`config.mk`:
```
export PLATFORM = sky130hd
export DESIGN_NAME = crack_multi
export DESIGN_NICKNAME = d
export VERILOG_FILES = /design/src/rtl/crack_pkg.sv /design/src/rtl/crack_lane_slot.sv /design/src/rtl/crack_multi.sv
export SDC_FILE = /design/constraint.sdc
export NUM_CORES = 1
export LEC_CHECK = 0
export ABC_AREA = 1
export CORE_UTILIZATION = 25
export DETAILED_ROUTE_END_ITERATION = 7
export PLACE_DENSITY_LB_ADDON = 0.25
export RECOVER_POWER = 100
export SYNTH_ARGS = -nofsm -noshare
export SYNTH_HDL_FRONTEND = slang
export SYNTH_SLANG_ARGS = --single-unit
```
`constraint.sdc`:
```
create_clock -name clk -period 2.4 [get_ports clk]
set_clock_uncertainty 0.15 [all_clocks]
set_input_delay 0.36 -clock clk [delete_from_list [all_inputs] [get_ports clk]]
set_output_delay 0.36 -clock clk [all_outputs]
set_load 0.05 [all_outputs]
```
`src/rtl/crack_pkg.sv`:
```
// Shared types and helpers for the multi-lane ARC4 key cracker.
package crack_pkg;

  typedef enum logic [1:0] {
    IDLE  = 2'd0,
    RUN   = 2'd1,
    ABORT = 2'd2
  } state_t;

  localparam int KEY_W_DEF = 24;
  localparam int MAX_LANES = 16;

  function automatic int lane_lsb(input int lane, input int key_w);
    return lane * key_w;
  endfunction

  function automatic logic [4:0] popcount16(input logic [15:0] v);
    logic [4:0] c;
    c = '0;
    for (int i = 0; i < MAX_LANES; i++) c = c + 5'(v[i]);
    return c;
  endfunction

endpackage

```
`src/rtl/crack_lane_slot.sv`:
```
// Per-lane dispatcher: walks keys LANE_IDX, LANE_IDX+N, ... and tracks lane occupancy.
module crack_lane_slot
  import crack_pkg::*;
#(
  parameter int              NUM_LANES = 2,
  parameter int              KEY_W     = KEY_W_DEF,
  parameter logic [KEY_W:0]  KEY_MAX   = {1'b0, {KEY_W{1'b1}}},
  parameter int              LANE_IDX  = 0
) (
  input  logic             clk,
  input  logic             rst_n,
  input  logic             load,
  input  logic             issue_en,
  input  logic             abort,
  input  logic             lane_rdy,
  input  logic             lane_done,
  output logic             lane_start,
  output logic [KEY_W-1:0] lane_key,
  output logic             busy,
  output logic             exhausted
);

  localparam logic [KEY_W:0] FIRST_KEY = (KEY_W+1)'(LANE_IDX);
  localparam logic [KEY_W:0] STRIDE    = (KEY_W+1)'(NUM_LANES);

  // One extra bit so stepping past KEY_MAX never wraps back into range.
  logic [KEY_W:0] next_key;

  assign exhausted = next_key > KEY_MAX;

  always_ff @(posedge clk or negedge rst_n) begin
    if (!rst_n) begin
      next_key   <= FIRST_KEY;
      lane_key   <= '0;
      lane_start <= 1'b0;
      busy       <= 1'b0;
    end else begin
      lane_start <= 1'b0;
      if (load) begin
        next_key <= FIRST_KEY;
        busy     <= 1'b0;
      end else if (abort) begin
        busy <= 1'b0;
      end else if (issue_en && !busy && lane_rdy && !exhausted) begin
        lane_start <= 1'b1;
        lane_key   <= next_key[KEY_W-1:0];
        busy       <= 1'b1;
        next_key   <= next_key + STRIDE;
      end else if (busy && lane_done) begin
        busy <= 1'b0;
      end
    end
  end

endmodule

```
`src/rtl/crack_multi.sv`:
```
// Multi-lane key-search controller; optional keys_tested counter under CRACK_PROGRESS_EN.
//   state | meaning
//   IDLE  | rdy=1, results held, waiting for en
//   RUN   | issuing interleaved keys to lanes, watching for a match or exhaustion
//   ABORT | one-cycle lane_abort broadcast after a match, then back to IDLE
module crack_multi
  import crack_pkg::*;
#(
  parameter int              NUM_LANES = 2,
  parameter int              KEY_W     = KEY_W_DEF,
  parameter logic [KEY_W:0]  KEY_MAX   = {1'b0, {KEY_W{1'b1}}}
) (
  input  logic                       clk,
  input  logic                       rst_n,
  input  logic                       en,
  output logic                       rdy,
  output logic [KEY_W-1:0]           key,
  output logic                       key_valid,
  output logic [NUM_LANES-1:0]       lane_start,
  output logic [NUM_LANES*KEY_W-1:0] lane_key,
  output logic [NUM_LANES-1:0]       lane_abort,
  input  logic [NUM_LANES-1:0]       lane_rdy,
  input  logic [NUM_LANES-1:0]       lane_done,
  input  logic [NUM_LANES-1:0]       lane_found
`ifdef CRACK_PROGRESS_EN
  ,
  output logic [KEY_W:0]             keys_tested
`endif
);

  state_t               state, state_nxt;
  logic                 load, issue_en, abort_all, search_done;
  logic [NUM_LANES-1:0] busy, exhausted, match;
  logic [KEY_W-1:0]     match_key;

  for (genvar g = 0; g < NUM_LANES; g++) begin : g_lane
    crack_lane_slot #(
      .NUM_LANES (NUM_LANES),
      .KEY_W     (KEY_W),
      .KEY_MAX   (KEY_MAX),
      .LANE_IDX  (g)
    ) u_slot (
      .clk        (clk),
      .rst_n      (rst_n),
      .load       (load),
      .issue_en   (issue_en),
      .abort      (abort_all),
      .lane_rdy   (lane_rdy[g]),
      .lane_done  (lane_done[g]),
      .lane_start (lane_start[g]),
      .lane_key   (lane_key[lane_lsb(g, KEY_W) +: KEY_W]),
      .busy       (busy[g]),
      .exhausted  (exhausted[g])
    );
  end

  assign match       = lane_done & lane_found & busy;
  assign search_done = (&exhausted) && !(|busy) && !(|lane_done);
  assign lane_abort  = {NUM_LANES{abort_all}};

  // Walk high to low so the lowest matching lane is the last, winning assignment.
  always_comb begin
    match_key = '0;
    for (int i = NUM_LANES - 1; i >= 0; i--) begin
      if (match[i]) match_key = lane_key[i*KEY_W +: KEY_W];
    end
  end

  always_ff @(posedge clk or negedge rst_n) begin
    if (!rst_n) state <= IDLE;
    else        state <= state_nxt;
  end

  always_comb begin
    state_nxt = state;
    load      = 1'b0;
    issue_en  = 1'b0;
    abort_all = 1'b0;
    rdy       = 1'b0;
    unique case (state)
      IDLE: begin
        rdy = 1'b1;
        if (en) begin
          load      = 1'b1;
          state_nxt = RUN;
        end
      end
      RUN: begin
        // A match freezes issue so nothing starts in the abort cycle.
        if (|match) begin
          state_nxt = ABORT;
        end else begin
          issue_en = 1'b1;
          if (search_done) state_nxt = IDLE;
        end
      end
      ABORT: begin
        abort_all = 1'b1;
        state_nxt = IDLE;
      end
      default: state_nxt = IDLE;
    endcase
  end

  always_ff @(posedge clk or negedge rst_n) begin
    if (!rst_n) begin
      key       <= '0;
      key_valid <= 1'b0;
    end else if (load) begin
      key       <= '0;
      key_valid <= 1'b0;
    end else if (state == RUN && |match) begin
      key <= match_key;
    end else if (state == ABORT) begin
      key_valid <= 1'b1;
    end
  end

`ifdef CRACK_PROGRESS_EN
  always_ff @(posedge clk or negedge rst_n) begin
    if (!rst_n) begin
      keys_tested <= '0;
    end else if (load) begin
      keys_tested <= '0;
    end else if (state == RUN) begin
      keys_tested <= keys_tested + (KEY_W+1)'(popcount16(16'(lane_done)));
    end
  end
`endif

endmodule

```
== After elaboration in Yosys (flattened, before gate mapping) ==
Cells that the tools add are included.
Storage, ports and cells
  bits in registers: 129
  input bits: 9
Operators by class
  add/subtract/negate cells: 2
  magnitude comparators: 2
  eq/ne operators: 6
  muxes and demuxes: 37
  bitwise operators: 4
  reduce and logical (&&, ||, !) cells: 34
Operator list (number)
  25-bit 2-to-1 mux: 6
  24-bit 2-to-1 mux: 4
  25-bit by 2-bit adder with 25-bit output (second input constant): 2
  25-bit by 24-bit > comparator with 1-bit output (second input constant): 2
  1-bit 2-to-1 mux: 23
  1-bit logical AND: 11
  2-bit AND reduction: 5
  2-bit nonzero test: 4
  4-bit nonzero test: 2
  1-bit logical NOT: 6
  2-bit 2-to-1 mux: 3
  3-bit AND reduction: 2
  2-bit OR reduction: 3
  2-bit AND: 2
  2-bit by 1-bit != test with 1-bit output (second input constant): 2
  2-bit one-hot mux with 2 select lines: 1
  3-bit != test (second input constant): 1
  2-bit by 1-bit equality test with 1-bit output (second input constant): 1
  2-bit equality test (second input constant): 1
  2-bit logical NOT: 1
  2-bit != test (second input constant): 1
  1-bit NOT: 2

== Logic depth before layout (Yosys ltp) ==
  depth in word-level cells: 11
  depth in mapped cells: 13

== By module ==
From an unflattened synthesis, not the netlist that was laid out.
Unflattened totals
  cells, all modules: 870
  area, all modules: 6852.8 um2
By module, submodules not included
  crack_lane_slot (g_lane[1].u_slot): times used 1, cells each 364, area each 2947.8 um2, seq. area each 1277.5 um2
  crack_lane_slot (g_lane[0].u_slot): times used 1, cells each 300, area each 2413.6 um2, seq. area each 1226.2 um2
  crack_multi: times used 1, cells each 206, area each 1491.4 um2, seq. area each 675.6 um2

== Worst setup path after synthesis ==
No wires, ideal clock.
  kind: reg-to-reg
  start: register g_lane[1].u_slot.next_key[1]
  end: register g_lane[1].u_slot.next_key[12]
  library setup time: 66 ps
  arrival time: 1628 ps
  setup slack: 555 ps
  stages on the path, launching flop included: 14
  clock period less this slack: 1845 ps
  cells stage by stage: dfrtp_1 ha_1 nand2_1 nor2_1 nand2_1 nor2_4 nand2_1 nand2_2 nand2_4 nand2_4 buf_6 buf_8 nand3_2 nand2_1
On the way
  word-level cells in the longest chain between the ends: 5
Ends and longest elaborated chain
  from (decl): RTL line crack_lane_slot.sv:27  | logic [KEY_W:0] next_key;
  from (signal assigned): RTL line crack_lane_slot.sv:48  | next_key <= next_key + STRIDE;
  25-bit by 24-bit > comparator with 1-bit output: RTL line crack_lane_slot.sv:29  | assign exhausted = next_key > KEY_MAX;
  1-bit logical NOT: RTL line crack_lane_slot.sv:44  | end else if (issue_en && !busy && lane_rdy && !exhausted) begin
  1-bit logical AND: RTL line crack_lane_slot.sv:44
  2-bit nonzero test (no line)
  2-bit AND reduction (no line)
Several ways; a longest one is shown, not always the timed one. The select of a mux whose other input is x is not followed.
A chain may end at the register's enable or synchronous reset.

== Worst setup path in the final report ==
  start: register g_lane[1].u_slot.lane_key[4]
  end: output lane_key[28]
RTL lines
  from (decl): RTL line crack_lane_slot.sv:18  | output logic [KEY_W-1:0] lane_key,
  from (signal assigned): RTL line crack_lane_slot.sv:46  | lane_key <= next_key[KEY_W-1:0];
  to (decl): RTL line crack_multi.sv:20  | output logic [NUM_LANES*KEY_W-1:0] lane_key,
No word-level cell between the ends.

==> metrics.md <==
| Metric | Value |
|---|---|
| Clock Latency Late Sink | 0.43 ns |
| Share of layout cells above drive strength 1 | 11.6% |
| Crit end category | output pin |
| Worst path slowest cell | dlygate4sd3_1 |
| # H-tree levels | 4 |
| Final Hold Viols | 0 |
| Status | complete, no violations |
| Yosys reg bits | 127 |
| Hold_ws | 0.350 ns |
| Post-DR vias/cell | 4.64 |
| Syn Nets | 818 |
| Post-CTS Setup Bufs | 0 |
| RSZ-0062 raised after global routing | no |
| Worst VDD drop | 486 uV |
| TritonCTS buffer count | 17 |
| Initial antenna violation count | 0 |
| Root Buffer | clkbuf_16 |
| CP max FO | 3 |
| Total track usage | 15.7% |
| First-pass GRT wire length | 31700 microns |
| Buffers on Ports | 85 |
| Tmin final | 2.28 ns |
| Routed WL | 19300 microns |
| Crit path largest cell delay | 0.90 ns |
| Post-Layout Cell Count | 1239 |
| Distinct cells, synth | 35 |
| Total gr overflow | 0 |
| EDFF count, synth | 0 |
| CTS tree | yes |
| Sink Count | 127 |
| Largest net degree at the start of global routing | 71 |
| 1st-iter DRT viols | 486 |
| Die extent in y | 162 microns |
| Hold WC Path Type | flip-flop to flip-flop |
| Critical path cell sequence | dlygate4sd3_1 |
| Area Growth Syn to Fin | 29.4% |
| Ys async rst share | 100% |
| Die span in x | 162 microns |
| WS Path Type | flip-flop to output pin |
| DR WL/cell | 15.6 microns |
| Synth area leader | dfrtp_1 |
| Number of synthesis warnings | 0 |
| GPL Wtd Cong | 0.860 |
| Drt pass-1 iters | 5 |
| Post-Synthesis Cell Area | 6380 sq um |
| Cell Pwr Density | 818 nW/um^2 |
| Delay-heaviest family, CP | buffers and inverters |
| # DRC | 0 |
| Clock slew at the register clock pins of the worst setup and hold paths | 0.06 ns |
| Full die area | 26200 sq um |
| Sequential cell area fraction in the yosys report | 49.8% |
| Startpoint Class | flip-flop |
| Vias in the first global route | 5575 |
| Met3 wire len | 1100 microns |
| Wl on met1 | 9660 microns |
| Max-slew headroom | 19.2% |
| Final Net Count | 907 |
| Final Max Tran Viols | 0 |
| Top FF cell, synth | dfrtp_1 |
| Fmax | 0.440 GHz |
| Row cnt | 58 |
| Dpl cells | 1206 |
| Slew at the pin closest to its max-slew limit | 1.21 ns |
| Total of max-cap violations | 0 |
| Final worst-path cycle share | 94.8% |
| Leakage Power | 3.88 nW |
| Met2 routed WL | 8200 microns |
| DR vias | 5752 |
| # IOs | 87 |
| Initial Utilization | 25.4% |
| Top Metal Used | met4 |
| Antenna cells | 0 |
| Clock Path Buffers | 2 |
| Top post-synthesis cells by area | dfrtp_1, nand2_1, nand3_1, nor2_1, o21ai_0 |
| Post-route ant nets | 0 |
| Critical path required time | 1.89 ns |
| Setup-failing EPs final | 0 |
| Synth top area share | 49.4% |
| Hpwl dp | 13800 microns |
| Buf/Inv on CP | 1 |
| Synthesized area per cell | 7.91 sq um |
| Worst Path Arrival | 1.77 ns |
| Cell count after synthesis | 807 |
| CORE AREA | 25100 sq um |
==> per-stage QoR <==
stage	power [mW]	cell area [sq um]	util (%)	TNS, ns	setup slack [ns]
final	6.75	8250	32.9	0	0.125
after global routing	7.10	8250	32.9	0	0.0202
after CTS	6.90	8300	33.1	0	0.0685
after detailed placement	4.25	7700	30.7	-0.0310	-0.0303
after global placement	4.25	7700	30.7	0	0.00397
after floorplan	3.60	6380	-	0	0.555
==> cells in the mapped netlist, types with 3 or more instances <==
cell and count:
nand2_1 266, dfrtp_1 126, nor2_1 69, inv_1 56, nand3_1 56, o21ai_0 49
a21oi_1 30, nand4_1 28, a31o_2 22, clkbuf_1 19, nand3_2 11, buf_2 9
o21ai_1 9, nor3_1 8, xor2_1 6, buf_4 5, nand2_2 5, buf_6 3
inv_2 3, nor2_2 3, nor2_4 3, o41ai_1 3
==> cell type report <==
class	count	area, sq um
Multi-Input combinational cell	580	2750
Tap cell	330	413
Timing Repair Buffer	110	1090
Clock inverter	10	111
Inverter	60	225
Sequential cell	127	3180
Clock buffer	22	484
Fill cell	2664	16900
==> path summary, 6_finish.rpt <==
check | startpoint | to | slack [ns] | cells past startpoint
max | g_lane[1].u_slot.lane_key[4] | lane_key[28] | 0.12 | 1
min | g_lane[1].u_slot.next_key[0] | g_lane[1].u_slot.next_key[0] | 0.35 | 2
max reg2reg | g_lane[1].u_slot.next_key[2] | state[0] | 0.19 | 11
min reg2reg | g_lane[1].u_slot.next_key[0] | g_lane[1].u_slot.next_key[0] | 0.35 | 2
max in group asynchronous | rst_n | g_lane[1].u_slot.next_key[0] | 0.65 | 3
min in group asynchronous | rst_n | g_lane[1].u_slot.lane_key[22] | 0.57 | 2
==> state kept, by name (all words and copies together), names as in the netlist <==
signal / count
g_lane.u_slot.next_key: 49
state: 2
g_lane.u_slot.lane_key: 47
g_lane.u_slot.lane_start: 2
key: 24
key_valid: 1
g_lane.u_slot.busy: 2
==> cells by family (layout without fill, tap and decap cells) <==
| family | count (synthesis) | after routing | share of synthesized area, % |
|---|---|---|---|
| xor+xnor | 6 | 6 | 0.824 |
| flops | 127 | 127 | 49.8 |
| buf+inv | 100 | 202 | 6.90 |
| compound gates | 117 | 117 | 10.8 |
| simple gates | 454 | 454 | 31.2 |
| fa+ha+maj | 2 | 2 | 0.392 |
| other cells | 1 | 1 | 0.0588 |
==> what timing repair did <==
action	4_1_cts	5_1_grt
hold endpoints to repair	43	0
setup endpoints to repair	0	1
hold buffers	1	0
resized for setup	0	1
==> layout by cell type, fill, tap and decap left out, types with 4 or more instances in the layout <==
cell	netlist	final
nand3_2	11	9
o21ai_1	9	8
dfrtp_1	126	126
xor2_1	6	6
buf_4	5	10
nand3_1	56	58
nand2_1	266	267
dlygate4sd3_1	0	76
nand2_2	5	4
inv_1	56	56
o21ai_0	49	50
nor2_1	69	69
nor3_1	8	8
clkbuf_16	0	17
nand4_1	28	28
buf_12	0	7
clkbuf_2	1	9
clkinv_2	0	4
clkdlybuf4s50_1	0	6
clkbuf_8	0	4
a31o_2	22	22
a21oi_1	30	30
==> metal layers <==
layer / global-route usage (%) / vias to the layer above
li1: - / 2831
met2: 22.2 / 169
met1: 23.1 / 2733
met5: 0 / -
met3: 3.50 / 19
met4: 5.83 / 0
==> where the power goes <==
part           internal, mW  switching [mW]  leakage, nW
logic                 0.440            1.25         1.83
registers              2.30           0.152         1.75
clock network          1.63           0.983        0.288
total                  4.37            2.38         3.88
Note: power is estimated with default switching activity, not from simulation.
